**src/rtl/counter_updown_mod_pkg.sv**
```systemverilog
// Shared constants and helpers for the up/down counter and its prescaler.
package counter_updown_mod_pkg;

   localparam logic DIR_UP    = 1'b1;
   localparam logic DIR_DOWN  = 1'b0;
   localparam logic MODE_WRAP = 1'b0;
   localparam logic MODE_SAT  = 1'b1;

   // Bits needed to hold 0..n-1, never less than one.
   function automatic int clog2_min1(input int n);
      int w = 1;
      while ((1 << w) < n) w++;
      return w;
   endfunction

endpackage

```
**src/rtl/counter_updown_mod_prescaler.sv**
```systemverilog
// Prescaler: emits a tick on every PRESCALE-th enabled cycle; clr restarts the period.
module counter_prescaler
   import counter_updown_mod_pkg::*;
#(
   parameter int PRESCALE = 1
) (
   input  logic clk,
   input  logic rst,
   input  logic en,
   input  logic clr,
   output logic tick
);

   localparam int                PC_W    = clog2_min1(PRESCALE);
   localparam logic [PC_W-1:0]   PC_LAST = PC_W'(PRESCALE - 1);

   logic [PC_W-1:0] pc;

   // With PRESCALE=1 pc never leaves 0, so tick reduces to en & ~clr.
   assign tick = en & ~clr & (pc == PC_LAST);

   // NOTE: sequential state uses non-blocking assignments so every register
   // samples the pre-edge values of its neighbours.
   always_ff @(posedge clk or posedge rst) begin
      if (rst)
         pc <= '0;
      else if (clr || tick)
         pc <= '0;
      else if (en)
         pc <= pc + PC_W'(1);
   end

endmodule

```
**src/rtl/counter_updown_mod.sv**
```systemverilog
// Modulo up/down counter with prescaler, load, clear, wrap/saturate mode and
// terminal-count, wrap-pulse and sticky overflow outputs.
module counter_updown_mod
   import counter_updown_mod_pkg::*;
#(
   parameter int WIDTH    = 4,
   parameter int MODULUS  = 16,
   parameter int PRESCALE = 1,
   parameter int RST_VAL  = 0
) (
   input  logic             clk,
   input  logic             rst,
   input  logic             en,
   input  logic             up,
   input  logic             load,
   input  logic [WIDTH-1:0] d,
   input  logic             sclr,
   input  logic             sat_mode,
   output logic [WIDTH-1:0] q,
   output logic             tc,
   output logic             step,
   output logic             wrap_p,
   output logic             ovf
);

   if (MODULUS < 2 || MODULUS > 2**WIDTH || PRESCALE < 1 || RST_VAL < 0 ||
       RST_VAL >= MODULUS) begin : g_param_check
      $error("counter_updown_mod: illegal MODULUS/PRESCALE/RST_VAL for WIDTH");
   end

   localparam logic [WIDTH-1:0] Q_MAX = WIDTH'(MODULUS - 1);
   localparam logic [WIDTH-1:0] Q_RST = WIDTH'(RST_VAL);

   logic [WIDTH-1:0] q_next;
   logic             wrap_next;
   logic             ovf_next;

   counter_prescaler #(
      .PRESCALE(PRESCALE)
   ) u_prescaler (
      .clk  (clk),
      .rst  (rst),
      .en   (en),
      .clr  (load | sclr),
      .tick (step)
   );

   // tc doubles as "at the end of the range in the current direction".
   assign tc = (up == DIR_UP) ? (q == Q_MAX) : (q == '0);

   // NOTE: every output of this block gets a default first, so no latch is inferred.
   always_comb begin
      q_next    = q;
      wrap_next = 1'b0;
      ovf_next  = ovf;
      if (load) begin
         q_next = (d > Q_MAX) ? Q_MAX : d;
      end else if (sclr) begin
         q_next   = '0;
         ovf_next = 1'b0;
      end else if (step) begin
         if (!tc) begin
            q_next = (up == DIR_UP) ? q + WIDTH'(1) : q - WIDTH'(1);
         end else begin
            ovf_next = 1'b1;
            if (sat_mode != MODE_SAT) begin
               q_next    = (up == DIR_UP) ? '0 : Q_MAX;
               wrap_next = 1'b1;
            end
         end
      end
   end

   always_ff @(posedge clk or posedge rst) begin
      if (rst) begin
         q      <= Q_RST;
         wrap_p <= 1'b0;
         ovf    <= 1'b0;
      end else begin
         q      <= q_next;
         wrap_p <= wrap_next;
         ovf    <= ovf_next;
      end
   end

endmodule

```
**config.mk**
```make
export PLATFORM = sky130hd
export DESIGN_NAME = counter_updown_mod
export DESIGN_NICKNAME = d
export VERILOG_FILES = /design/src/rtl/counter_updown_mod_pkg.sv /design/src/rtl/counter_updown_mod_prescaler.sv /design/src/rtl/counter_updown_mod.sv
export SDC_FILE = /design/constraint.sdc
export NUM_CORES = 1
export LEC_CHECK = 0
export ABC_CLOCK_PERIOD_IN_PS = 2000
export CAP_MARGIN = 15
export CORE_MARGIN = 2
export CORE_UTILIZATION = 35
export CTS_CLUSTER_SIZE = 30
export DETAILED_ROUTE_END_ITERATION = 16
export MAX_ROUTING_LAYER = met4
export PLACE_DENSITY = 0.69
export SLEW_MARGIN = 20
export SYNTH_ARGS = -nofsm -noshare
export SYNTH_HDL_FRONTEND = slang
export SYNTH_HIERARCHICAL = 1
export SYNTH_SLANG_ARGS = --single-unit
```
**constraint.sdc**
```tcl
create_clock -name clk -period 2 [get_ports clk]
set_clock_uncertainty 0.2 [all_clocks]
set_input_delay 0.4 -clock clk [delete_from_list [all_inputs] [get_ports clk]]
set_output_delay 0.4 -clock clk [all_outputs]
set_load 0.02 [all_outputs]
```
# == Word level (Yosys, flattened, before mapping) ==
# Index checks and enable logic that the tools add are counted.
# totals
register_bits,7
in_bits,11
out_inout_bits,8
wordCells,43
# op_classes
n_addsub,3
magnitude_cmp,1
n_eq_ne,2
mux,19
bitwise_logic,6
n_reduce_logical,8
# ops
op,n
$mux W4,8
$mux W1,11
$reduce_bool A2 Y1,3
$add A4 B1 Y4 const B,1
$eq A4 B4 Y1 const B,1
$gt A4 B4 Y1 const B,1
$logic_not A4 Y1,1
$ne A4 B4 Y1 const B,1
$sub A4 B1 Y4 const B,1
$not A1 Y1,3
$reduce_and A3 Y1,1
$reduce_bool A3 Y1,1
$and A1 B1 Y1,2
$reduce_and A2 Y1,1
$add A1 B1 Y1 const B,1
$logic_or A1 B1 Y1,1
$or A1 B1 Y1,1

# == Longest topological paths before layout ==
# Gate-level depths: netlist of run 1.
# logic_depth
word_depth,7
mapped_depth,7
ltp_nobuf,7

# == Hierarchy ==
# The synthesis of run 1 kept the hierarchy.
# modules_own_cells
module,instances,cells_per_inst,area_each_um2,seq_area_each_um2
counter_updown_mod,1,46,450.4,150.1
counter_prescaler,1,4,43.8,25.0

# == Least setup slack after synthesis of run 1 ==
# OpenSTA, ideal clock, no wires.
# synth_timing
path_kind,input port to flip-flop
from,input port sclr
to,register q[3]
setup_time_ps,132
arrival_time_ps,2003
t_required_ps,1668
setup_slack_ps,-336
path_stages,5
n_path_buf,1
cell_sequence,or2_2 clkbuf_1 nor3b_1 a21oi_4 mux2i_1
# synth_between
elab_chain_len,6
elab_cells_between_ends,9
classes_between,1 x eq/ne; 2 x mux; 4 x bitwise; 2 x reduce/logical
# synth_rtl
item,line_no,text
start: declaration,counter_updown_mod.sv:17,"input logic sclr,"
$or A1 B1 Y1,counter_updown_mod.sv:44,".clr (load | sclr),"
$not A1 Y1,counter_updown_mod_prescaler.sv:20,assign tick = en & ~clr & (pc == PC_LAST);
$and A1 B1 Y1 (2 in a row),counter_updown_mod_prescaler.sv:20,
named net step,counter_updown_mod.sv:21,"output logic step,"
$reduce_bool A3 Y1 (no source line),n/a,
$reduce_and A2 Y1 (no source line),n/a,
end signal: assignment,counter_updown_mod.sv:80,q <= q_next;
end: declaration,counter_updown_mod.sv:19,"output logic [WIDTH-1:0] q,"
# The timed path passes the listed nets, and every way through them passes these cells.
# A chain may end at the register's enable or synchronous reset.

# == Worst setup path in the final report of run 1 ==
# layout_timing
from,register q[0]
to,register q[0]
# layout_between
elab_chain_len,6
elab_cells_between_ends,12
classes_between,2 x add/sub; 2 x eq/ne; 6 x mux; 2 x reduce/logical
# layout_rtl
item,line_no,text
$sub A4 B1 Y4 (tied with other cells),counter_updown_mod.sv:63,q_next = (up == DIR_UP) ? q + WIDTH'(1) : q - WIDTH'(1);
$mux W4 or $mux W1 (tied branches),"counter_updown_mod.sv:63, counter_updown_mod.sv:49",
$mux W4,counter_updown_mod.sv:62,if (!tc) begin
$mux W4,counter_updown_mod.sv:61,end else if (step) begin
$mux W4,counter_updown_mod.sv:58,end else if (sclr) begin
$mux W4,counter_updown_mod.sv:56,if (load) begin
# Parallel ways exist; a longest one is shown, timed or not. The select of a mux whose other input is x is not followed.

==> results of run 1 <==
## path summary, 6_finish.rpt
path | cells past startpoint | slack (ps) | start | to
max reg2reg | 6 | -140 | q[0]$_DFFE_PP0P_ | q[0]$_DFFE_PP0P_
min reg2reg | 2 | 320 | ovf$_DFFE_PP0P_ | ovf$_DFFE_PP0P_
min | 2 | 110 | rst | u_prescaler/pc$_DFFE_PP0P_
max | 6 | -140 | q[0]$_DFFE_PP0P_ | q[0]$_DFFE_PP0P_
max in group asynchronous | 2 | 1190 | rst | q[3]$_DFFE_PP0P_
min in group clk | 2 | 280 | sclr | ovf$_DFFE_PP0P_
## worst reg2reg max path, cell delays in order (launching register included)
cell      delay [ps]
dfrtp_2          390
or4_4            540
nand2b_4         160
buf_6            110
a21bo_1          180
a21oi_4          230
mux2i_1          240
## power groups by stage
stage	logic [mW]	registers [mW]	clock network (mW)
after CTS	0.258	0.165	0.129
after detailed placement	0.249	0.167	0
after floorplan	0.102	0.193	0
final	0.259	0.165	0.124
after global routing	0.286	0.166	0.133
after global placement	0.245	0.167	0
## cells by family (layout without fill, tap and decap cells)
group / Yosys count / after routing / synth area share
flops: 7 / 7 / 0.354
mux: 4 / 4 / 0.0810
simple gates: 13 / 13 / 0.170
compound gates: 11 / 11 / 0.182
xor+xnor: 3 / 3 / 0.0532
buf+inv: 9 / 47 / 0.0683
fa+ha+maj: 3 / 3 / 0.0911
## metal layers
| metal | vias up | share of wire | GRT usage | wire [um] |
|---|---|---|---|---|
| met4 | 0 | 0 | 0.0194 | 0 |
| met2 | 9 | 0.53 | 0.328 | 712 |
| met5 | - | 0 | - | 0 |
| met1 | 231 | 0.43 | 0.214 | 582 |
| met3 | 0 | 0.039 | 0.0826 | 53 |
| li1 | 250 | - | - | - |
## registers in the layout, summed over array words and instances, names as in the netlist
signal          count
u_prescaler/pc      1
wrap_p              1
ovf                 1
q                   4
## metrics by stage
stage               setup slack (ps)  cell area [um2]  TNS [ps]  cells   util
CTS                             -163              853      -700    102  0.648
finish                          -140              863      -637    103  0.655
detailed placement              -587              810     -2490     97  0.614
floorplan                       4.29              502         0     50      -
global route                    -213              863      -937    103  0.655
global placement                -530              810     -2230     97  0.614
## cells in the mapped netlist, drive strengths merged
cell | count | area, um2
fa | 1 | 20.0
or4 | 1 | 11.3
a31oi | 2 | 12.5
and3 | 1 | 7.51
xnor2 | 2 | 17.5
nor3 | 2 | 10.0
a22oi | 2 | 15.0
ha | 2 | 25.0
a2bb2oi | 1 | 8.76
clkbuf | 1 | 3.75
a21o | 1 | 8.76
or2 | 1 | 6.26
inv | 8 | 30.0
mux2i | 4 | 40.0
nand3 | 1 | 5.00
xor2 | 1 | 8.76
a221oi | 1 | 8.76
nand2b | 1 | 13.8
nand2 | 4 | 15.0
a21bo | 1 | 10.0
dfrtp | 7 | 175
a21oi | 3 | 26.3
nor3b | 2 | 15.0
## layout by cell type (no fill, tap or decap), types with 2 or more instances in the layout
cell,Yosys,routed
a21oi_1,2,2
a22oi_1,2,2
a31oi_1,2,2
buf_4,0,17
buf_6,0,2
clkbuf_4,0,3
clkdlybuf4s50_1,0,12
dfrtp_1,7,5
dfrtp_2,0,2
dlygate4sd2_1,0,3
ha_1,2,2
inv_1,8,8
mux2i_1,4,4
nand2_1,4,3
nor3_1,2,2
xnor2_1,2,2
## area by class of cell
type / instances / area (um2)
Timing Repair Buffer: 35 / 309
Clock buffer: 4 / 26.3
Fill cell: 115 / 454
Multi-Input combinational cell: 34 / 302
Sequential cell: 7 / 178
Inverter: 8 / 30.0
Tap cell: 15 / 18.8
## timing repair
item,CTS,global route
setup buffers,1,1
setup endpoints to repair,6,6
gates resized for setup,18,1
==> impl_metrics.toml, run 1 <==
[run_status]
status = "finished with violations"
violations = "negative setup slack"

[floorplan]
io-pin-count = 19
num_rows = 13
coreArea_um2 = 1320
die_height_um = 41.6
die_area_um2 = 1730
die_w_um = 41.6
initial_utilization = 0.375

[synthesis]
postSynthCellCount = 50
netlist_area_um2 = 494
synth.ff_latch_count = 7
yosysSeqAreaShare = 0.354
synth.distinct_cells = 24
yosysWarnings = 6
syn-num-nets = 64
syn_avg_cell_area_um2 = 9.88

[critical_path]
path_buf_inv = 1
end_kind = "flop"
cp_slowest_stage_delay_ps = 540
crit_path_top_delay_cell = "or4_4"
cp_data_required_time_ps = 1960
path_class = "flop to flop"
cp-start-kind = "flop"
worst-path-max-fanout = 4
arrival_ps = 2100
critPathTopFamily = "simple AND/OR/NAND/NOR gates"
path_cells = "or4_4 -> nand2b_4 -> buf_6 -> a21bo_1 -> a21oi_4 -> mux2i_1"

[clocking]
cts_num_sinks = 7
clockBufferDepth = 2
cts_hold_buf = 0
htreeDepth = 1
clk_pin_slew_ps = 50
tritoncts = "done"
cts_made_buffers = 3
root_buffer = "clkbuf_4"
insertion_delay_ps = 250

[timing]
fmax_mhz = 467
grt_setup_unrepaired = "true"
final-max-slew-violation-count = 0
setup_slack_ps = -140
timing.hold.ws_ps = 108
hold_viol_final = 0
relSlewSlack = 0.771
fin_crit_ps = 2140
finalCritPeriodShare = 1.07
worst_pin_slew_ps = 341
setup_viol_count_final = 5

[job]
max_cap_violations = 0

[global_routing]
grt_pass1_wl_mm = 2.40
track_usage = 0.192
grt_pass1_vias = 540
grt_max_degree = 7
antenna_found_initial = 0
grt-ovfl-total = 0

[pwr]
seqPwrFrac = 0.301
leakage_nw = 0.429
p_total_uw = 548
p_int_uw = 375
p_per_area_nw_per_um2 = 634
combPwrFrac = 0.473
pwr-share-clk = 0.226
p_sw_uw = 172
peakVddDrop_mv = 0.391
switching_share = 0.314

[route]
drt_iter0_markers = 8
drc = 0
drtPass1Iterations = 3
vias = 490
wire_per_inst_um = 13.1
routed_wl_mm = 1.35
final_antenna_net_count = 0
vias_per_cell = 4.76

[final_layout]
areaGrowthSynthToFinish_pct = 74.7
drive_gt1_frac = 0.375
nNetsFinal = 103
insertedDiodeCount = 0

[placement]
dpl.hpwl_mm = 1.06
gp_congestion = 0.835
numPortBuffers = 18

[hold_path]
hold_class = "input port to asynchronous set/reset pin"
Power figures use the tool's default switching activity.
==> run 2: changes to the inputs <==
--- a/config.mk
+++ b/config.mk
@@ -9,7 +9,7 @@
 export CAP_MARGIN = 15
 export CORE_MARGIN = 2
 export CORE_UTILIZATION = 35
-export CTS_CLUSTER_SIZE = 30
+export CTS_CLUSTER_SIZE = 16
 export DETAILED_ROUTE_END_ITERATION = 16
 export MAX_ROUTING_LAYER = met4
 export PLACE_DENSITY = 0.69
==> results of run 2 <==
No change in the layout: final DEF, timing and power equal those of run 1.
